$ cat config.mk
export PLATFORM = sky130hd
export DESIGN_NAME = trigger_stop_ctrl_flat
export DESIGN_NICKNAME = d
export VERILOG_FILES = /design/src/rtl/ila_pkg.sv /design/src/rtl/trigger_stop_ctrl_if.sv /design/src/rtl/trigger_match.sv /design/src/rtl/trigger_stop_ctrl.sv /design/src/flat_wrapper.sv
export SDC_FILE = /design/constraint.sdc
export NUM_CORES = 1
export LEC_CHECK = 0
export CAP_MARGIN = 40
export CELL_PAD_IN_SITES_DETAIL_PLACEMENT = 0
export CELL_PAD_IN_SITES_GLOBAL_PLACEMENT = 1
export CORE_MARGIN = 2
export CORE_UTILIZATION = 36
export CTS_CLUSTER_SIZE = 10
export DETAILED_ROUTE_END_ITERATION = 10
export PLACE_DENSITY = 0.8
export SETUP_SLACK_MARGIN = 0.2
export SKIP_CTS_REPAIR_TIMING = 1
export SYNTH_ARGS = -nofsm -noshare
export SYNTH_HDL_FRONTEND = slang
export SYNTH_SLANG_ARGS = --single-unit
export TNS_END_PERCENT = 20
$ cat constraint.sdc
create_clock -name clk -period 2.7 [get_ports clk]
set_clock_uncertainty 0.05 [all_clocks]
set_input_delay 0.405 -clock clk [delete_from_list [all_inputs] [get_ports clk]]
set_output_delay 0.405 -clock clk [all_outputs]
set_load 0.02 [all_outputs]
$ cat src/rtl/ila_pkg.sv
// rtl/ila_pkg.sv - shared constants for the logic analyzer trigger/stop path
package ila_pkg;

    typedef enum logic [2:0] {
        ST_IDLE      = 3'd0,
        ST_FILL      = 3'd1,
        ST_WAIT_TRIG = 3'd2,
        ST_POST      = 3'd3,
        ST_STOPPED   = 3'd4
    } state_e;

    localparam logic COMB_OR  = 1'b0;
    localparam logic COMB_AND = 1'b1;

    localparam int HOLDOFF_WIDTH_DEF = 16;

endpackage

$ cat src/rtl/trigger_stop_ctrl_if.sv
// rtl/trigger_stop_ctrl_if.sv - control/status bundle between capture control and the trigger block
interface trigger_stop_ctrl_if #(
    parameter int NUM_CH        = 4,
    parameter int HOLDOFF_WIDTH = ila_pkg::HOLDOFF_WIDTH_DEF
);
    logic                     i_arm;
    logic                     i_abort;
    logic                     i_primed;
    logic                     i_force;
    logic [NUM_CH-1:0]        i_probe;
    logic [NUM_CH-1:0]        i_mask;
    logic [NUM_CH-1:0]        i_polarity;
    logic                     i_edge_mode;
    logic                     i_combine;
    logic [HOLDOFF_WIDTH-1:0] i_holdoff;
    logic [2:0]               o_state;
    logic                     o_wr_en;
    logic                     o_triggered;
    logic                     o_stopped;
    logic [NUM_CH-1:0]        o_trig_ch;

    modport master (
        output i_arm, i_abort, i_primed, i_force, i_probe, i_mask, i_polarity,
               i_edge_mode, i_combine, i_holdoff,
        input  o_state, o_wr_en, o_triggered, o_stopped, o_trig_ch
    );

    modport slave (
        input  i_arm, i_abort, i_primed, i_force, i_probe, i_mask, i_polarity,
               i_edge_mode, i_combine, i_holdoff,
        output o_state, o_wr_en, o_triggered, o_stopped, o_trig_ch
    );

endinterface

$ cat src/rtl/trigger_match.sv
// rtl/trigger_match.sv - probe pipeline, per-channel level/edge match and OR/AND combine
module trigger_match
    import ila_pkg::*;
#(
    parameter int NUM_CH = 4
) (
    input  logic              clk,
    input  logic              reset,
    input  logic [NUM_CH-1:0] probe_i,
    input  logic [NUM_CH-1:0] mask_i,
    input  logic [NUM_CH-1:0] polarity_i,
    input  logic              edge_mode_i,
    input  logic              combine_i,
    output logic              hit_o,
    output logic [NUM_CH-1:0] m_o
);

    logic [NUM_CH-1:0] p1_q;
    logic [NUM_CH-1:0] p2_q;
    logic [NUM_CH-1:0] level_m;
    logic [NUM_CH-1:0] prev_active;

    // Pipeline runs in every state and is only cleared by reset, never by abort.
    always_ff @(posedge clk) begin
        if (reset) begin
            p1_q <= '0;
            p2_q <= '0;
        end else begin
            p1_q <= probe_i;
            p2_q <= p1_q;
        end
    end

    always_comb begin
        level_m     = ~(p1_q ^ polarity_i);
        prev_active = ~(p2_q ^ polarity_i);
        m_o         = edge_mode_i ? (level_m & ~prev_active) : level_m;
        hit_o       = 1'b0;
        if (mask_i != '0) begin
            if (combine_i == COMB_AND) begin
                hit_o = &(m_o | ~mask_i);
            end else begin
                hit_o = |(m_o & mask_i);
            end
        end
    end

endmodule

$ cat src/rtl/trigger_stop_ctrl.sv
// rtl/trigger_stop_ctrl.sv - capture sequencer: arm, fill, wait for trigger, holdoff, stop
module trigger_stop_ctrl
    import ila_pkg::*;
#(
    parameter int NUM_CH        = 4,
    parameter int HOLDOFF_WIDTH = HOLDOFF_WIDTH_DEF
) (
    input  logic               clk,
    input  logic               reset,
    trigger_stop_ctrl_if.slave bus
);

    state_e                   state_q, state_d;
    logic [HOLDOFF_WIDTH-1:0] cnt_q, cnt_d;
    logic                     triggered_q, triggered_d;
    logic [NUM_CH-1:0]        trig_ch_q, trig_ch_d;
    logic                     hit;
    logic [NUM_CH-1:0]        m;

    trigger_match #(.NUM_CH(NUM_CH)) u_match (
        .clk         (clk),
        .reset       (reset),
        .probe_i     (bus.i_probe),
        .mask_i      (bus.i_mask),
        .polarity_i  (bus.i_polarity),
        .edge_mode_i (bus.i_edge_mode),
        .combine_i   (bus.i_combine),
        .hit_o       (hit),
        .m_o         (m)
    );

    always_ff @(posedge clk) begin
        if (reset) begin
            state_q <= ST_IDLE;
        end else begin
            state_q <= state_d;
        end
    end

    always_ff @(posedge clk) begin
        if (reset) begin
            cnt_q       <= '0;
            triggered_q <= 1'b0;
            trig_ch_q   <= '0;
        end else begin
            cnt_q       <= cnt_d;
            triggered_q <= triggered_d;
            trig_ch_q   <= trig_ch_d;
        end
    end

    always_comb begin
        state_d     = state_q;
        cnt_d       = cnt_q;
        triggered_d = triggered_q;
        trig_ch_d   = trig_ch_q;
        if (bus.i_abort) begin
            state_d     = ST_IDLE;
            cnt_d       = '0;
            triggered_d = 1'b0;
            trig_ch_d   = '0;
        end else begin
            case (state_q)
                ST_IDLE, ST_STOPPED: begin
                    if (bus.i_arm) begin
                        state_d     = ST_FILL;
                        cnt_d       = '0;
                        triggered_d = 1'b0;
                        trig_ch_d   = '0;
                    end
                end
                ST_FILL: begin
                    if (bus.i_primed) begin
                        state_d = ST_WAIT_TRIG;
                    end
                end
                ST_WAIT_TRIG: begin
                    if (hit || bus.i_force) begin
                        trig_ch_d   = m & bus.i_mask;
                        triggered_d = 1'b1;
                        if (bus.i_holdoff == '0) begin
                            state_d = ST_STOPPED;
                        end else begin
                            state_d = ST_POST;
                            cnt_d   = bus.i_holdoff;
                        end
                    end
                end
                ST_POST: begin
                    // Count is loaded nonzero on entry, so it reaches 1 before it could wrap.
                    cnt_d = cnt_q - HOLDOFF_WIDTH'(1);
                    if (cnt_q == HOLDOFF_WIDTH'(1)) begin
                        state_d = ST_STOPPED;
                    end
                end
                default: begin
                    state_d     = ST_IDLE;
                    cnt_d       = '0;
                    triggered_d = 1'b0;
                    trig_ch_d   = '0;
                end
            endcase
        end
    end

    always_comb begin
        bus.o_state     = state_q;
        bus.o_wr_en     = (state_q == ST_FILL) || (state_q == ST_WAIT_TRIG) || (state_q == ST_POST);
        bus.o_stopped   = (state_q == ST_STOPPED);
        bus.o_triggered = triggered_q;
        bus.o_trig_ch   = trig_ch_q;
    end

endmodule

$ cat src/flat_wrapper.sv
// flat-port wrapper written by rule: the top's interface ports become plain ports
module trigger_stop_ctrl_flat import ila_pkg::*;
#(
    parameter int NUM_CH        = 4,
    parameter int HOLDOFF_WIDTH = HOLDOFF_WIDTH_DEF
)
  (clk, reset, bus_i_arm, bus_i_abort, bus_i_primed, bus_i_force, bus_i_probe, bus_i_mask, bus_i_polarity, bus_i_edge_mode, bus_i_combine, bus_i_holdoff, bus_o_state, bus_o_wr_en, bus_o_triggered, bus_o_stopped, bus_o_trig_ch);
  trigger_stop_ctrl_if #(.NUM_CH(NUM_CH), .HOLDOFF_WIDTH(HOLDOFF_WIDTH)) bus_i ();
  input  logic clk;
  input  logic reset;
  input wire logic [$bits(bus_i.i_arm)-1:0] bus_i_arm;
  input wire logic [$bits(bus_i.i_abort)-1:0] bus_i_abort;
  input wire logic [$bits(bus_i.i_primed)-1:0] bus_i_primed;
  input wire logic [$bits(bus_i.i_force)-1:0] bus_i_force;
  input wire logic [$bits(bus_i.i_probe)-1:0] bus_i_probe;
  input wire logic [$bits(bus_i.i_mask)-1:0] bus_i_mask;
  input wire logic [$bits(bus_i.i_polarity)-1:0] bus_i_polarity;
  input wire logic [$bits(bus_i.i_edge_mode)-1:0] bus_i_edge_mode;
  input wire logic [$bits(bus_i.i_combine)-1:0] bus_i_combine;
  input wire logic [$bits(bus_i.i_holdoff)-1:0] bus_i_holdoff;
  output wire logic [$bits(bus_i.o_state)-1:0] bus_o_state;
  output wire logic [$bits(bus_i.o_wr_en)-1:0] bus_o_wr_en;
  output wire logic [$bits(bus_i.o_triggered)-1:0] bus_o_triggered;
  output wire logic [$bits(bus_i.o_stopped)-1:0] bus_o_stopped;
  output wire logic [$bits(bus_i.o_trig_ch)-1:0] bus_o_trig_ch;
  assign bus_i.i_arm = bus_i_arm;
  assign bus_i.i_abort = bus_i_abort;
  assign bus_i.i_primed = bus_i_primed;
  assign bus_i.i_force = bus_i_force;
  assign bus_i.i_probe = bus_i_probe;
  assign bus_i.i_mask = bus_i_mask;
  assign bus_i.i_polarity = bus_i_polarity;
  assign bus_i.i_edge_mode = bus_i_edge_mode;
  assign bus_i.i_combine = bus_i_combine;
  assign bus_i.i_holdoff = bus_i_holdoff;
  assign bus_o_state = bus_i.o_state;
  assign bus_o_wr_en = bus_i.o_wr_en;
  assign bus_o_triggered = bus_i.o_triggered;
  assign bus_o_stopped = bus_i.o_stopped;
  assign bus_o_trig_ch = bus_i.o_trig_ch;
  trigger_stop_ctrl #(.NUM_CH(NUM_CH), .HOLDOFF_WIDTH(HOLDOFF_WIDTH)) u_core (.clk(clk), .reset(reset), .bus(bus_i));
endmodule
==> results.tsv, run 1 <==
stage	metric	value	unit
worst_setup_path	r2r-end	u_core.bus.o_trig_ch[3]$_SDFFE_PP0P_	
sta	hold_violations	0	
worst_setup_path	cp-end-kind	register	
finish	utilization	50.85	%
worst_setup_path	critical_path_class	in2reg	
synth	netlist_instances	229	
global_routing	track_usage	17.97	%
finish	diodes	0	
synth	ys_warn_count	0	
floorplan	dieWidth	77.04	microns
clock_network	numCtsBuffers	5	
synth	syn_avg_cell_area	8.387	sq um
drt	dr.pass1.iters	4	
synth	yosysSeqAreaShare	33.36	%
min_path	whs_endpoint	u_core.bus.o_triggered$_SDFFE_PP0P_	
synth	synthFlopType	dfxtp_1	
drt	vias_per_cell	5.434	
clock_network	clockBufferDepth	2	
status	outcome	finished clean	
sta	fmax	419.2	MHz
drt	ant_nets	0	
global_routing	antenna_found_initial	0	
synth	syn_nets	267	
global_routing	grt_pass1_vias	1789	
sta	rsz0062_at_grt	no	
drt	routedWlPerCell	14.52	microns
worst_setup_path	cpPeakStageDelay	530	ps
min_path	hold_depth	1	
sta	drv_slew	0	
floorplan	die_h	77.04	microns
drt	finalWirelength	5.182	mm
worst_setup_path	critPathArrivalTime	2510	ps
global_routing	grt_pass1_wl	8.638	mm
finish	syn2layout_area_growth	36.09	%
sta	period_minus_slack	2385	ps
synth	ys_ff_latch	32	
finish	drive_above_1_share	11.50	%
worst_setup_path	critPathLaunchType	input port	
worst_setup_path	cp_max_fo	8	
sta	tightest_slew	677.6	ps
worst_setup_path	critPathRequiredTime	2820	ps
worst_setup_path	r2r_slack	440	ps
power	power_density	406.2	nW/um^2
power	p_leak	0.0009922	uW
drt	drc_errors	0	
clock_network	root_buffer	clkbuf_8	
min_path	hold_class	reg2reg	
synth	synth_cell_types	50	
clock_network	cts_sinks	32	
floorplan	dieArea	5935	sq um
clock_network	htreeDepth	2	
floorplan	placementRows	26	
sta	relSlewSlack	54.48	%
sta	tns	0	ps
power	peakVddDrop	0.2993	mV
synth	yosysTopAreaCell	dfxtp_1	
global_routing	gr-total-overflow	0	
clock_network	clk_pin_slew	70	ps
synth	synth_edf_count	0	
clock_network	cts_tree	done	
synth	ys_top_cells_by_area	dfxtp_1 (33%), a32o_1 (4.7%), nand2_1 (4.5%)	
synth	synth_top_area_share	33.36	%
worst_setup_path	reg2reg_from	u_core.bus.o_state[1]$_SDFFE_PP0P_	
placed_design	gp_congestion	0.8151	
sta	finalCritPeriodShare	88.35	%
global_routing	grt_max_degree	18	
floorplan	start_util	37.37	%
synth	syn_area	1921	sq um
floorplan	pin_count	46	
worst_setup_path	crit_slowest_cell	clkdlybuf4s50_1	
drt	vias	1940	
worst_setup_path	reg2regPathDepth	7	
floorplan	coreArea	5140	sq um
min_path	min-delay-start	u_core.bus.o_triggered$_SDFFE_PP0P_	
placed_design	port_buffers	45	
clock_network	insertion_delay	280	ps
sta	setup_viol	0	
finish	nets	325	
worst_setup_path	worstPathCellList	clkdlybuf4s50_1 -> and2_1 -> o221ai_1 -> nand4_1 -> a22o_1 -> or3_1 -> a32o_1	
run	drv_cap	0	
synth	synthArstFlopShare	0	%
drt	drt-initial-drc-count	95	
placed_design	dp_hpwl	3.996	mm
critical path, delay by kind of cell:
family,cells,cell delay (ps)
compound gates,3,770
buf+inv,1,530
simple gates,3,800
registers in the layout (all words and copies together), names as in the netlist:
name / cells
u_core.cnt_q: 16
u_core.bus.o_trig_ch: 4
u_core.u_match.p1_q: 4
u_core.u_match.p2_q: 4
u_core.bus.o_state: 3
u_core.bus.o_triggered: 1
per-stage QoR:
stage / total power [uW] / cell area, sq um / setup slack, ps / hold WS (ps) / std cells
after CTS: 1075 / 2604 / 294.5 / 407.5 / 356
after detailed placement: 723.7 / 2526 / -6.413 / 391.0 / 349
after global placement: 724.0 / 2526 / 31.92 / 391.3 / 349
after global routing: 1110 / 2614 / 209.8 / 438.1 / 357
final: 1062 / 2614 / 314.6 / 404.5 / 357
after floorplan: 617.6 / 1921 / 599.4 / 402.3 / 229
synthesized netlist by cell type (all sizes together), types with 3 or more instances:
cell and count:
dfxtp 32, nand2 24, nor2 17, o21ai 13, nor2b 10, a32o 9, inv 9, nor4 9
a211oi 8, a21oi 8, a31oi 8, xor2 8, nand3 7, nor3 6, a22o 5, a22oi 5
clkbuf 5, a32oi 4, mux2i 4, and2 3, nand2b 3, or2 3, xnor2 3
placed cells by master (no fill, tap or decap), types with 3 or more instances in the layout:
cell type / instances
mux2i_1: 4
a32o_1: 9
nand2b_1: 3
nor2b_1: 10
nor4_1: 6
nor2_1: 17
xnor2_1: 3
a22o_1: 5
buf_4: 12
o21ai_0: 13
clkbuf_8: 5
clkdlybuf4s50_1: 44
and2_1: 3
a211oi_1: 8
xor2_1: 8
nand3_1: 7
a21oi_1: 7
or2_2: 3
nand2_1: 23
inv_1: 9
a22oi_1: 4
dfxtp_1: 32
nor3_1: 5
a31oi_1: 8
a32oi_1: 4
layer usage:
metal	vias to the layer above	share of wire, %	track usage [%]
met5	-	0	0
met4	0	1.0	6.786
met3	4	4.7	3.176
met2	54	47	28.51
met1	886	47	24.37
li1	996	-	-
how the worst max path moves through the flow:
stage | from | end | slack (ps) | cells past startpoint
global placement | bus_i_polarity[3] | u_core.cnt_q[6]$_SDFFE_PP0P_ | 30 | 7
finish | bus_i_edge_mode | u_core.cnt_q[6]$_SDFFE_PP0P_ | 310 | 7
global route | bus_i_edge_mode | u_core.cnt_q[6]$_SDFFE_PP0P_ | 210 | 7
floorplan | u_core.bus.o_state[0]$_SDFFE_PP0P_ | u_core.cnt_q[6]$_SDFFE_PP0P_ | 600 | 6
CTS | bus_i_polarity[3] | u_core.cnt_q[6]$_SDFFE_PP0P_ | 290 | 7
detailed placement | bus_i_polarity[3] | u_core.cnt_q[6]$_SDFFE_PP0P_ | -6 | 7
layout make-up:
type,count,area [sq um]
clock buffers,6,72.57
clock inverters,1,5.005
fillers,535,2526
inverters,9,33.78
multi-input cells,181,1211
flip-flops and latches,32,640.6
well taps,70,87.58
repair buffers,58,563.0
where the power goes:
group / total, uW / internal (uW) / switching, uW / leakage (uW)
registers: 494 / 483 / 11.7 / 0.000260
clock network: 348 / 175 / 172 / 0.0000410
logic: 220 / 114 / 106 / 0.000691
total: 1060 / 771 / 290 / 0.000992
cell families (layout without fill, tap and decap cells):
logic type | after synthesis | count (layout) | share of synthesized area (%)
AO/OA/AOI/OAI | 70 | 70 | 27.04
buffers and inverters | 16 | 74 | 3.583
XOR/XNOR | 11 | 11 | 5.017
AND/OR/NAND/NOR | 94 | 94 | 27.62
multiplexers | 4 | 4 | 2.085
adder cells (fa/ha/maj) | 2 | 2 | 1.303
flip-flops | 32 | 32 | 33.35
Power figures use the tool's default switching activity.
==> inputs of run 2 (changes only) <==
--- a/config.mk
+++ b/config.mk
@@ -12,6 +12,7 @@
 export CORE_UTILIZATION = 36
 export CTS_CLUSTER_SIZE = 10
 export DETAILED_ROUTE_END_ITERATION = 10
+export GPL_TIMING_DRIVEN = 0
 export PLACE_DENSITY = 0.8
 export SETUP_SLACK_MARGIN = 0.2
 export SKIP_CTS_REPAIR_TIMING = 1
==> results.tsv, run 2 (synthesis gave the netlist of run 1 again) <==
stage	metric	value	unit	change
status	outcome	finished clean		unchanged
global_routing	grt_pass1_vias	1855		was 1789
worst_setup_path	critPathLaunchType	input port		unchanged
floorplan	start_util	37.37	%	unchanged
finish	register_area	640.6	sq um	unchanged
floorplan	placementRows	26		unchanged
worst_setup_path	startpoint	bus_i_polarity[3]		was bus_i_edge_mode
worst_setup_path	r2r_slack	350	ps	was 440 ps
clock_network	insertion_delay	280	ps	about the same
sta	period_minus_slack	2409	ps	was 2385 ps
power	finalPower	1090	uW	was 1062 uW
worst_setup_path	cp_max_fo	4		was 8
worst_setup_path	r2r-end	u_core.cnt_q[15]$_SDFFE_PP0P_		was u_core.bus.o_trig_ch[3]$_SDFFE_PP0P_
drt	routedWlPerCell	15.25	microns	was 14.52 microns
global_routing	grt_pass1_wl	8.956	mm	was 8.638 mm
placed_design	dp_hpwl	4.056	mm	was 3.996 mm
sta	hold_violations	0		unchanged
floorplan	die_h	77.04	microns	unchanged
finish	top_register	u_core.cnt_q		unchanged
sta	rsz0062_at_grt	yes		was no
drt	drc_errors	0		unchanged
clock_network	clk_pin_slew	70	ps	about the same
finish	final.fill_count	513		was 535
finish	diodes	0		unchanged
power	p_leak	0.0009562	uW	was 0.0009922 uW
worst_setup_path	endpoint	u_core.cnt_q[6]$_SDFFE_PP0P_		unchanged
clock_network	clockBufferDepth	2		unchanged
global_routing	track_usage	18.65	%	was 17.97%
sta	tns	0	ps	unchanged
clock_network	cts_tree	done		unchanged
run	drv_cap	0		unchanged
sta	relSlewSlack	47.73	%	was 54.48%
sta	finalCritPeriodShare	89.22	%	was 88.35%
power	pwr-share-clk	34.9	%	was 32.7%
power	power.internal	797.0	uW	was 771.4 uW
worst_setup_path	critical_path_class	in2reg		unchanged
drt	vias_per_cell	5.620		was 5.434
floorplan	dieWidth	77.04	microns	unchanged
floorplan	pin_count	46		unchanged
clock_network	htreeDepth	2		unchanged
clock_network	root_buffer	clkbuf_8		unchanged
power	p_seq_share	45.2	%	was 46.6%
power	peakVddDrop	0.2536	mV	was 0.2993 mV
global_routing	grt_max_degree	11		was 18
drt	drt-initial-drc-count	142		was 95
worst_setup_path	cp-end-kind	register		unchanged
floorplan	coreArea	5140	sq um	unchanged
global_routing	gr-total-overflow	0		unchanged
placed_design	dp_cells	344		was 349
finish	largest_register_ffs	16		unchanged
drt	finalWirelength	5.413	mm	was 5.182 mm
worst_setup_path	critPathRequiredTime	2830	ps	was 2820 ps
power	p_sw_share	26.86	%	was 27.34%
worst_setup_path	critPathArrivalTime	2540	ps	was 2510 ps
placed_design	placed_area	2459	sq um	was 2526 sq um
worst_setup_path	reg2regPathDepth	6		was 7
sta	whs	407.7	ps	was 404.5 ps
sta	drv_slew	0		unchanged
finish	layout.cells.non_filler	355		was 357
drt	ant_nets	0		unchanged
power	pwr-share-comb	19.9	%	was 20.7%
sta	fmax	415.1	MHz	was 419.2 MHz
finish	design_area	2591	sq um	was 2614 sq um
finish	final_cell_mix	clkdlybuf4s50_1 (45), dfxtp_1 (32), nand2_1 (23)		was clkdlybuf4s50_1 (44), dfxtp_1 (32), nand2_1 (23)
placed_design	gp_congestion	0.8443		was 0.8151
sta	setup_viol	0		unchanged
drt	vias	1995		was 1940
min_path	hold_class	reg2reg		unchanged
power	power_density	420.5	nW/um^2	was 406.2 nW/um^2
drt	dr.pass1.iters	5		was 4
finish	syn2layout_area_growth	34.92	%	was 36.09%
global_routing	antenna_found_initial	0		unchanged
clock_network	numCtsBuffers	5		unchanged
finish	mostFrequentLayoutCell	clkdlybuf4s50_1		unchanged
placed_design	port_buffers	45		unchanged
worst_setup_path	reg2reg_from	u_core.cnt_q[4]$_SDFFE_PP0P_		was u_core.bus.o_state[1]$_SDFFE_PP0P_
clock_network	cts_sinks	32		unchanged
finish	multiInputGateArea	1231	sq um	was 1211 sq um
sta	tightest_slew	778.0	ps	was 677.6 ps
finish	nets	322		was 325
finish	drive_above_1_share	9.825	%	was 11.50%
power	power.switching	292.7	uW	was 290.3 uW
floorplan	dieArea	5935	sq um	unchanged
## run 2: per-layer routing
layer / part of all wire (%) / vias up / track usage, % / wire length, microns
met4: 1.3 / 0 / 4.821 / 72
met3: 5.9 / 9 / 4.471 / 320
met2: 45 / 82 / 28.86 / 2458
met5: 0 / - / 0 / 0
li1: - / 986 / - / -
met1: 47 / 918 / 26.05 / 2562
## run 2: layout make-up
| class | count | area share, % |
|---|---|---|
| sequential | 32 | 24.72 |
| inverter | 9 | 1.304 |
| tap | 70 | 3.380 |
| multi-input combinational | 181 | 47.51 |
| buffer | 7 | 1.352 |
| clock buffer | 8 | 3.477 |
| timing repair buffer | 48 | 18.25 |
## run 2: worst min-delay path by stage
| stage | from | to | cells past startpoint |
|---|---|---|---|
| after global routing | u_core.u_match.p1_q[3]$_SDFF_PP0_ | u_core.u_match.p2_q[3]$_SDFF_PP0_ | 1 |
| final | u_core.bus.o_triggered$_SDFFE_PP0P_ | u_core.bus.o_triggered$_SDFFE_PP0P_ | 1 |
| after CTS | u_core.bus.o_triggered$_SDFFE_PP0P_ | u_core.bus.o_triggered$_SDFFE_PP0P_ | 1 |
| after detailed placement | u_core.bus.o_triggered$_SDFFE_PP0P_ | u_core.bus.o_triggered$_SDFFE_PP0P_ | 1 |
| after global placement | u_core.bus.o_triggered$_SDFFE_PP0P_ | u_core.bus.o_triggered$_SDFFE_PP0P_ | 1 |
| after floorplan | u_core.u_match.p1_q[2]$_SDFF_PP0_ | u_core.u_match.p2_q[2]$_SDFF_PP0_ | 1 |
## run 2: metrics by stage
step / setup WS, ps / util (%)
after CTS: 228.7 / 49.59
after floorplan: 599.4 / -
after global routing: 137.3 / 50.41
after detailed placement: -56.78 / 47.83
after global placement: -78.31 / 47.83
final: 291.2 / 50.41
## run 2: critical path, stage by stage
cell and delay, ps:
clkdlybuf4s50_1 450, xor2_1 190, a222oi_1 340, nand4_1 210
a22o_1 300, or3_1 390, a32o_1 260
## run 2: power by group through the flow
stage / logic, uW / registers [uW] / clock network [uW]
finish: 217 / 492 / 380
global route: 238 / 493 / 408
CTS: 213 / 491 / 391
detailed placement: 212 / 502 / 0
global placement: 212 / 502 / 0
floorplan: 115 / 502 / 0
